[src/rtl/pause_ctrl_mc.sv]
// Pause controller: merges the OS menu flag with masked core pause requests,
// optionally aligns pause entry/exit to vblank, and enforces a minimum pause time.
module pause_ctrl_mc #(
    parameter int NUM_REQ      = 4,
    parameter int SYNC_STAGES  = 2,
    parameter int ALIGN_VBLANK = 1,
    parameter int MIN_HOLD     = 16,
    parameter int VBL_TIMEOUT  = 1000000
) (
    input  logic               clk_sys,
    input  logic               reset,
    input  logic               os_inmenu,
    input  logic [NUM_REQ-1:0] pause_req,
    input  logic [NUM_REQ-1:0] req_mask,
    input  logic               vblank,
    output logic               pause_core,
    output logic               pause_pending,
    output logic [NUM_REQ:0]   pause_src
);

    localparam int HOLD_W = (MIN_HOLD > 0) ? $clog2(MIN_HOLD + 1) : 1;
    localparam int TMR_W  = (VBL_TIMEOUT > 0) ? $clog2(VBL_TIMEOUT + 1) : 1;
    localparam logic [HOLD_W-1:0] HOLD_MAX = HOLD_W'(MIN_HOLD);
    localparam logic [TMR_W-1:0]  TMR_MAX  = TMR_W'(VBL_TIMEOUT);
    localparam logic [TMR_W-1:0]  TMR_LAST = TMR_W'((VBL_TIMEOUT > 0) ? VBL_TIMEOUT - 1 : 0);

    typedef enum logic [1:0] {
        RUN      = 2'd0,
        WAIT_IN  = 2'd1,
        PAUSED   = 2'd2,
        WAIT_OUT = 2'd3
    } state_t;

    state_t state, state_next;

    // One shared synchroniser chain: {vblank, os_inmenu, pause_req}.
    logic [NUM_REQ+1:0] sync_chain [SYNC_STAGES];
    logic [NUM_REQ-1:0] req_s;
    logic               inmenu_s;
    logic               vbl_s;
    logic               vbl_d;
    logic               vbl_rise;
    logic [NUM_REQ:0]   src_v;
    logic               want;
    logic [HOLD_W-1:0]  hold_cnt;
    logic [TMR_W-1:0]   wait_cnt;
    logic               hold_done;
    logic               timeout;
    logic               wait_now;
    logic               wait_next;
    logic               paused_next;

    assign req_s    = sync_chain[SYNC_STAGES-1][NUM_REQ-1:0];
    assign inmenu_s = sync_chain[SYNC_STAGES-1][NUM_REQ];
    assign vbl_s    = sync_chain[SYNC_STAGES-1][NUM_REQ+1];

    assign src_v = {inmenu_s, req_s & req_mask};
    assign want  = |src_v;

    // The hold counter saturates at MIN_HOLD, so equality is the ">=" test.
    assign hold_done = (hold_cnt == HOLD_MAX);
    assign timeout   = (VBL_TIMEOUT != 0) && (wait_cnt == TMR_LAST);

    assign wait_now    = (state == WAIT_IN) || (state == WAIT_OUT);
    assign wait_next   = (state_next == WAIT_IN) || (state_next == WAIT_OUT);
    assign paused_next = (state_next == PAUSED) || (state_next == WAIT_OUT);

    // NOTE: state is stored with non-blocking assignments so every flop samples pre-edge values.
    always_ff @(posedge clk_sys) begin
        if (reset) begin
            for (int i = 0; i < SYNC_STAGES; i++) begin
                sync_chain[i] <= '0;
            end
            vbl_d <= 1'b0;
        end else begin
            sync_chain[0] <= {vblank, os_inmenu, pause_req};
            for (int i = 1; i < SYNC_STAGES; i++) begin
                sync_chain[i] <= sync_chain[i-1];
            end
            vbl_d <= vbl_s;
        end
    end

    // The edge detect is registered, giving a vblank-to-pause latency of SYNC_STAGES+2.
    always_ff @(posedge clk_sys) begin
        if (reset) begin
            vbl_rise <= 1'b0;
        end else begin
            vbl_rise <= vbl_s & ~vbl_d;
        end
    end

    // NOTE: default assignment first so no path through this block can infer a latch.
    always_comb begin
        state_next = state;
        case (state)
            RUN: begin
                if (want) begin
                    if (ALIGN_VBLANK != 0) state_next = WAIT_IN;
                    else                   state_next = PAUSED;
                end
            end
            WAIT_IN: begin
                // An abort takes priority over a coincident vblank edge.
                if (!want)                    state_next = RUN;
                else if (vbl_rise || timeout) state_next = PAUSED;
            end
            PAUSED: begin
                if (!want && hold_done) begin
                    if (ALIGN_VBLANK != 0) state_next = WAIT_OUT;
                    else                   state_next = RUN;
                end
            end
            WAIT_OUT: begin
                // A returning request keeps the core paused even on a vblank edge.
                if (want)                     state_next = PAUSED;
                else if (vbl_rise || timeout) state_next = RUN;
            end
            default: state_next = RUN;
        endcase
    end

    always_ff @(posedge clk_sys) begin
        if (reset) begin
            state         <= RUN;
            hold_cnt      <= '0;
            wait_cnt      <= '0;
            pause_core    <= 1'b0;
            pause_pending <= 1'b0;
            pause_src     <= '0;
        end else begin
            state <= state_next;

            // Re-entering PAUSED from WAIT_OUT keeps the accumulated hold time.
            if (state_next == PAUSED && (state == RUN || state == WAIT_IN)) begin
                hold_cnt <= '0;
            end else if ((state == PAUSED || state == WAIT_OUT) && hold_cnt != HOLD_MAX) begin
                hold_cnt <= hold_cnt + HOLD_W'(1);
            end

            if (wait_next && state_next != state) begin
                wait_cnt <= '0;
            end else if (wait_now && wait_cnt != TMR_MAX) begin
                wait_cnt <= wait_cnt + TMR_W'(1);
            end

            pause_core    <= paused_next;
            pause_pending <= wait_next;
            pause_src     <= paused_next ? src_v : '0;
        end
    end

endmodule
[config.mk]
export PLATFORM = sky130hd
export DESIGN_NAME = pause_ctrl_mc
export DESIGN_NICKNAME = d
export VERILOG_FILES = /design/src/rtl/pause_ctrl_mc.sv
export SDC_FILE = /design/constraint.sdc
export NUM_CORES = 1
export LEC_CHECK = 0
export ABC_AREA = 1
export CORE_ASPECT_RATIO = 1.1
export CORE_MARGIN = 5
export CORE_UTILIZATION = 39
export CTS_CLUSTER_SIZE = 12
export DETAILED_ROUTE_END_ITERATION = 7
export DONT_BUFFER_PORTS = 1
export PLACE_DENSITY = 0.61
export SETUP_SLACK_MARGIN = 0.4
export SKIP_CTS_REPAIR_TIMING = 1
export SLEW_MARGIN = 30
export SYNTH_ARGS = -nofsm -noshare
export SYNTH_HDL_FRONTEND = slang
export SYNTH_SLANG_ARGS = --single-unit
[constraint.sdc]
create_clock -name clk_sys -period 1.36 [get_ports clk_sys]
set_input_delay 0.272 -clock clk_sys [delete_from_list [all_inputs] [get_ports clk_sys]]
set_output_delay 0.272 -clock clk_sys [all_outputs]
set_load 0.05 [all_outputs]
==> run_summary.xml <==
<?xml version="1.0" encoding="UTF-8"?>
<metrics>
  <group name="outcome">
    <metric name="outcome" unit="">finished, violations left</metric>
    <metric name="violations" unit="">setup timing</metric>
  </group>
  <group name="setup_path">
    <metric name="worstPathMaxFanout" unit="">6</metric>
    <metric name="worstSetupEndpointType" unit="">register</metric>
    <metric name="cp.buffers_inverters" unit="">0</metric>
    <metric name="slowest_delay" unit="ns">0.40</metric>
    <metric name="timing.setup.critical_path_class" unit="">reg2reg</metric>
    <metric name="worstSetupStartpointType" unit="">register</metric>
    <metric name="path_cells" unit="">ha_4, nand3_4, nor2_4, nand3_2, nand2_2, nand2_4, nand2_4, nand3_4, nor2_2</metric>
    <metric name="critical-path-slowest-cell" unit="">sky130_fd_sc_hd__dfxtp_4</metric>
    <metric name="cp.arrival" unit="ns">1.69</metric>
    <metric name="crit_family" unit="">simple AND/OR/NAND/NOR gates</metric>
    <metric name="timing.critical_path.required" unit="ns">1.61</metric>
  </group>
  <group name="drt">
    <metric name="drt_iter0_markers" unit="">84</metric>
    <metric name="remaining_drc_errors" unit="">0</metric>
    <metric name="route.vias.total" unit="">2052</metric>
    <metric name="detailedRoute.firstPassIterationCount" unit="">4</metric>
    <metric name="route.antenna.remaining_nets" unit="">0</metric>
    <metric name="vias_per_cell" unit="">4.61</metric>
    <metric name="postRouteWirelength" unit="um">5110</metric>
    <metric name="wl_per_cell" unit="um">11.5</metric>
  </group>
  <group name="grt">
    <metric name="use_met2" unit="">0.227</metric>
    <metric name="global_route_hottest_layer" unit="">met2</metric>
    <metric name="grt_first_pass_wirelength" unit="um">7770</metric>
    <metric name="global_route.usage.met3" unit="">0.0380</metric>
    <metric name="grt_max_degree" unit="">21</metric>
    <metric name="gr-usage-all-layers" unit="">0.130</metric>
    <metric name="gr-total-overflow" unit="">0</metric>
    <metric name="antenna_found_initial" unit="">0</metric>
    <metric name="via_count_of_the_first_global_routing_pass" unit="">1851</metric>
    <metric name="global_routing_met1_resource_utilization" unit="">0.149</metric>
  </group>
  <group name="power_and_ir_drop">
    <metric name="cellPowerDensity" unit="nW/um^2">844</metric>
    <metric name="internal-power" unit="uW">1880</metric>
    <metric name="flop_pwr_share" unit="">0.548</metric>
    <metric name="pwr-share-clk" unit="">0.361</metric>
    <metric name="part_of_the_power_in_combinational_logic" unit="">0.091</metric>
    <metric name="vdd_ir_drop_max" unit="mV">0.602</metric>
    <metric name="net-switching-power" unit="uW">684</metric>
    <metric name="total_power" unit="uW">2570</metric>
    <metric name="netSwitchingFraction" unit="">0.266</metric>
    <metric name="static-leakage-power" unit="uW">0.00124</metric>
  </group>
  <group name="cells_and_area">
    <metric name="layoutNonFillerInstCount" unit="">445</metric>
    <metric name="area_delta_synth_final" unit="%">34.6</metric>
    <metric name="n_fill_cell" unit="">574</metric>
    <metric name="storage_element_area" unit="um^2">980</metric>
    <metric name="n_antenna_cell" unit="">0</metric>
    <metric name="final_layout_size_suffix_gt1_frac" unit="">0.342</metric>
    <metric name="design.final.nets" unit="">383</metric>
    <metric name="most_frequent_standard_cell_in_the_layout_excluding_fill_and_tap_cells" unit="">sky130_fd_sc_hd__nand2_1</metric>
    <metric name="layout_common_cells" unit="">sky130_fd_sc_hd__nand2_1, sky130_fd_sc_hd__nor2_1, sky130_fd_sc_hd__inv_1</metric>
    <metric name="multi_input_area" unit="um^2">1300</metric>
  </group>
  <group name="clock_network">
    <metric name="clk_pin_slew" unit="ns">0.11</metric>
    <metric name="cts-root-to-sink-buffers" unit="">2</metric>
    <metric name="clock_tree.root_cell" unit="">sky130_fd_sc_hd__clkbuf_8</metric>
    <metric name="cts_tree" unit="">done</metric>
    <metric name="cts_num_sinks" unit="">47</metric>
    <metric name="clkLatencyLatePin" unit="ns">0.31</metric>
    <metric name="number_of_h_tree_branching_levels" unit="">2</metric>
    <metric name="cts_inserted_buffers" unit="">5</metric>
  </group>
  <group name="sta">
    <metric name="timing.clock.skew" unit="ns">0.0164</metric>
    <metric name="grt_setup_unrepaired" unit="">true</metric>
    <metric name="finalWorstSetupSlack" unit="ns">-0.0712</metric>
    <metric name="worst_margin_pin_slew" unit="ns">0.483</metric>
    <metric name="setup_viol_count_final" unit="">27</metric>
    <metric name="final_hold_viol_count" unit="">0</metric>
    <metric name="tns" unit="ns">-0.771</metric>
    <metric name="final_min_period_over_clock_period" unit="">1.05</metric>
    <metric name="max_slew_margin" unit="">0.678</metric>
    <metric name="maxClockFrequency" unit="MHz">699</metric>
    <metric name="post-route-min-period" unit="ns">1.43</metric>
    <metric name="timing_max_transition_violations_final" unit="">0</metric>
  </group>
  <group name="floorplan">
    <metric name="ios" unit="">19</metric>
    <metric name="start_util" unit="">0.397</metric>
    <metric name="fp.dieH" unit="um">89.9</metric>
    <metric name="floorplan.die.width" unit="um">82.6</metric>
    <metric name="design.core.area" unit="um^2">5700</metric>
    <metric name="die_area" unit="um^2">7420</metric>
    <metric name="placement_rows" unit="">29</metric>
  </group>
  <group name="yosys">
    <metric name="syn_avg_cell_area" unit="um^2">6.96</metric>
    <metric name="synth_unique_cells" unit="">23</metric>
    <metric name="synthesized_net_count" unit="">341</metric>
    <metric name="synth.ff_latch_count" unit="">47</metric>
    <metric name="ys_warnings" unit="">0</metric>
    <metric name="synth_sequential_area_ratio" unit="">0.416</metric>
    <metric name="synthesis.area" unit="um^2">2260</metric>
    <metric name="number_of_instances_in_the_synthesized_netlist" unit="">325</metric>
  </group>
  <group name="placement">
    <metric name="place.detailed.hpwl" unit="um">3470</metric>
    <metric name="dp.cells" unit="">432</metric>
    <metric name="gp_congestion" unit="">0.876</metric>
    <metric name="io_buffer_count" unit="">0</metric>
  </group>
  <group name="hold_path">
    <metric name="worst_hold_path_type" unit="">in2reg</metric>
  </group>
  <group name="job">
    <metric name="drv.max_cap_violation_count" unit="">0</metric>
  </group>
</metrics>
## area by class of cell
cell class,count,share of cell area
inverters,41,0.0530
flip-flops and latches,47,0.322
clock inverters,3,0.00945
multi-input cells,230,0.428
repair buffers,42,0.134
clock buffers,5,0.0226
well taps,77,0.0316
## sequential cells by signal, indices dropped and copies added, names as in the netlist
register       flops
sync_chain        12
pause_pending      1
pause_src          5
pause_core         1
state              1
hold_cnt           5
vbl_d              1
vbl_rise           1
wait_cnt          20
## cell usage after synthesis
master | instances | area [um^2]
sky130_fd_sc_hd__a21oi_2 | 1 | 8.76
sky130_fd_sc_hd__mux2_2 | 1 | 11.3
sky130_fd_sc_hd__inv_2 | 2 | 7.51
sky130_fd_sc_hd__xor2_1 | 15 | 131
sky130_fd_sc_hd__o21ai_1 | 1 | 5.00
sky130_fd_sc_hd__nor2_4 | 1 | 11.3
sky130_fd_sc_hd__nor2_1 | 58 | 218
sky130_fd_sc_hd__nand3_1 | 13 | 65.1
sky130_fd_sc_hd__nand2_2 | 9 | 56.3
sky130_fd_sc_hd__a21oi_1 | 15 | 75.1
sky130_fd_sc_hd__nand2_1 | 96 | 360
sky130_fd_sc_hd__ha_1 | 4 | 50.1
sky130_fd_sc_hd__xnor2_1 | 4 | 35.0
sky130_fd_sc_hd__nand3_2 | 2 | 20.0
sky130_fd_sc_hd__nor2_2 | 5 | 31.3
sky130_fd_sc_hd__buf_2 | 2 | 10.0
sky130_fd_sc_hd__nor3_1 | 1 | 5.00
sky130_fd_sc_hd__inv_1 | 39 | 146
sky130_fd_sc_hd__dfxtp_1 | 47 | 941
sky130_fd_sc_hd__clkbuf_1 | 2 | 7.51
sky130_fd_sc_hd__buf_6 | 3 | 33.8
sky130_fd_sc_hd__o21ai_2 | 1 | 8.76
sky130_fd_sc_hd__nand3b_1 | 3 | 22.5
## kinds of logic after synthesis
| kind of cell | count (synthesis) | synth area share |
|---|---|---|
| AO/OA/AOI/OAI | 18 | 0.0432 |
| XOR/XNOR | 19 | 0.0736 |
| adder cells (fa/ha/maj) | 4 | 0.0221 |
| buffers and inverters | 48 | 0.0908 |
| flip-flops | 47 | 0.416 |
| multiplexers | 1 | 0.00498 |
| AND/OR/NAND/NOR | 188 | 0.349 |
## path summary, 6_finish.rpt
kind,startpoint,to,slack [ns],cells past startpoint
worst max-delay path,wait_cnt[1],pause_src[0],-0.07,9
worst min register to register,vbl_d,vbl_rise,0.39,1
worst min-delay path,reset,pause_pending,0.01,1
worst max register to register,wait_cnt[1],pause_src[0],-0.07,9
## worst reg2reg max path, delay by kind of cell, from the launching register on
kind | cells | cell delay [ns]
adder cells (fa/ha/maj) | 1 | 0.16
flip-flops | 1 | 0.40
AND/OR/NAND/NOR | 8 | 0.81
## power groups by stage
stage	registers (uW)	logic (uW)	clock network, uW
detailed placement	1450	170	0
global placement	1450	165	0
floorplan	1450	115	0
finish	1410	234	926
global route	1410	254	1020
CTS	1420	170	966
## routing by layer
| metal | share of wire | vias to the layer above |
|---|---|---|
| met4 | 0.022 | 0 |
| met2 | 0.51 | 47 |
| met1 | 0.42 | 937 |
| li1 | - | 1056 |
| met3 | 0.043 | 12 |
| met5 | 0 | - |
## metrics by stage
step	hold WS [ns]	util	cell area (um^2)	setup slack [ns]
6_report	0.0138	0.534	3040	-0.0712
5_1_grt	-0.0102	0.534	3040	-0.153
4_1_cts	0.00545	0.485	2760	-0.114
3_5_place_dp	0.347	0.467	2660	-0.0938
3_3_place_gp	0.345	0.467	2660	-0.0696
2_1_floorplan	0.374	-	2320	0.0557
No activity file was read; power rests on OpenSTA's default activity.
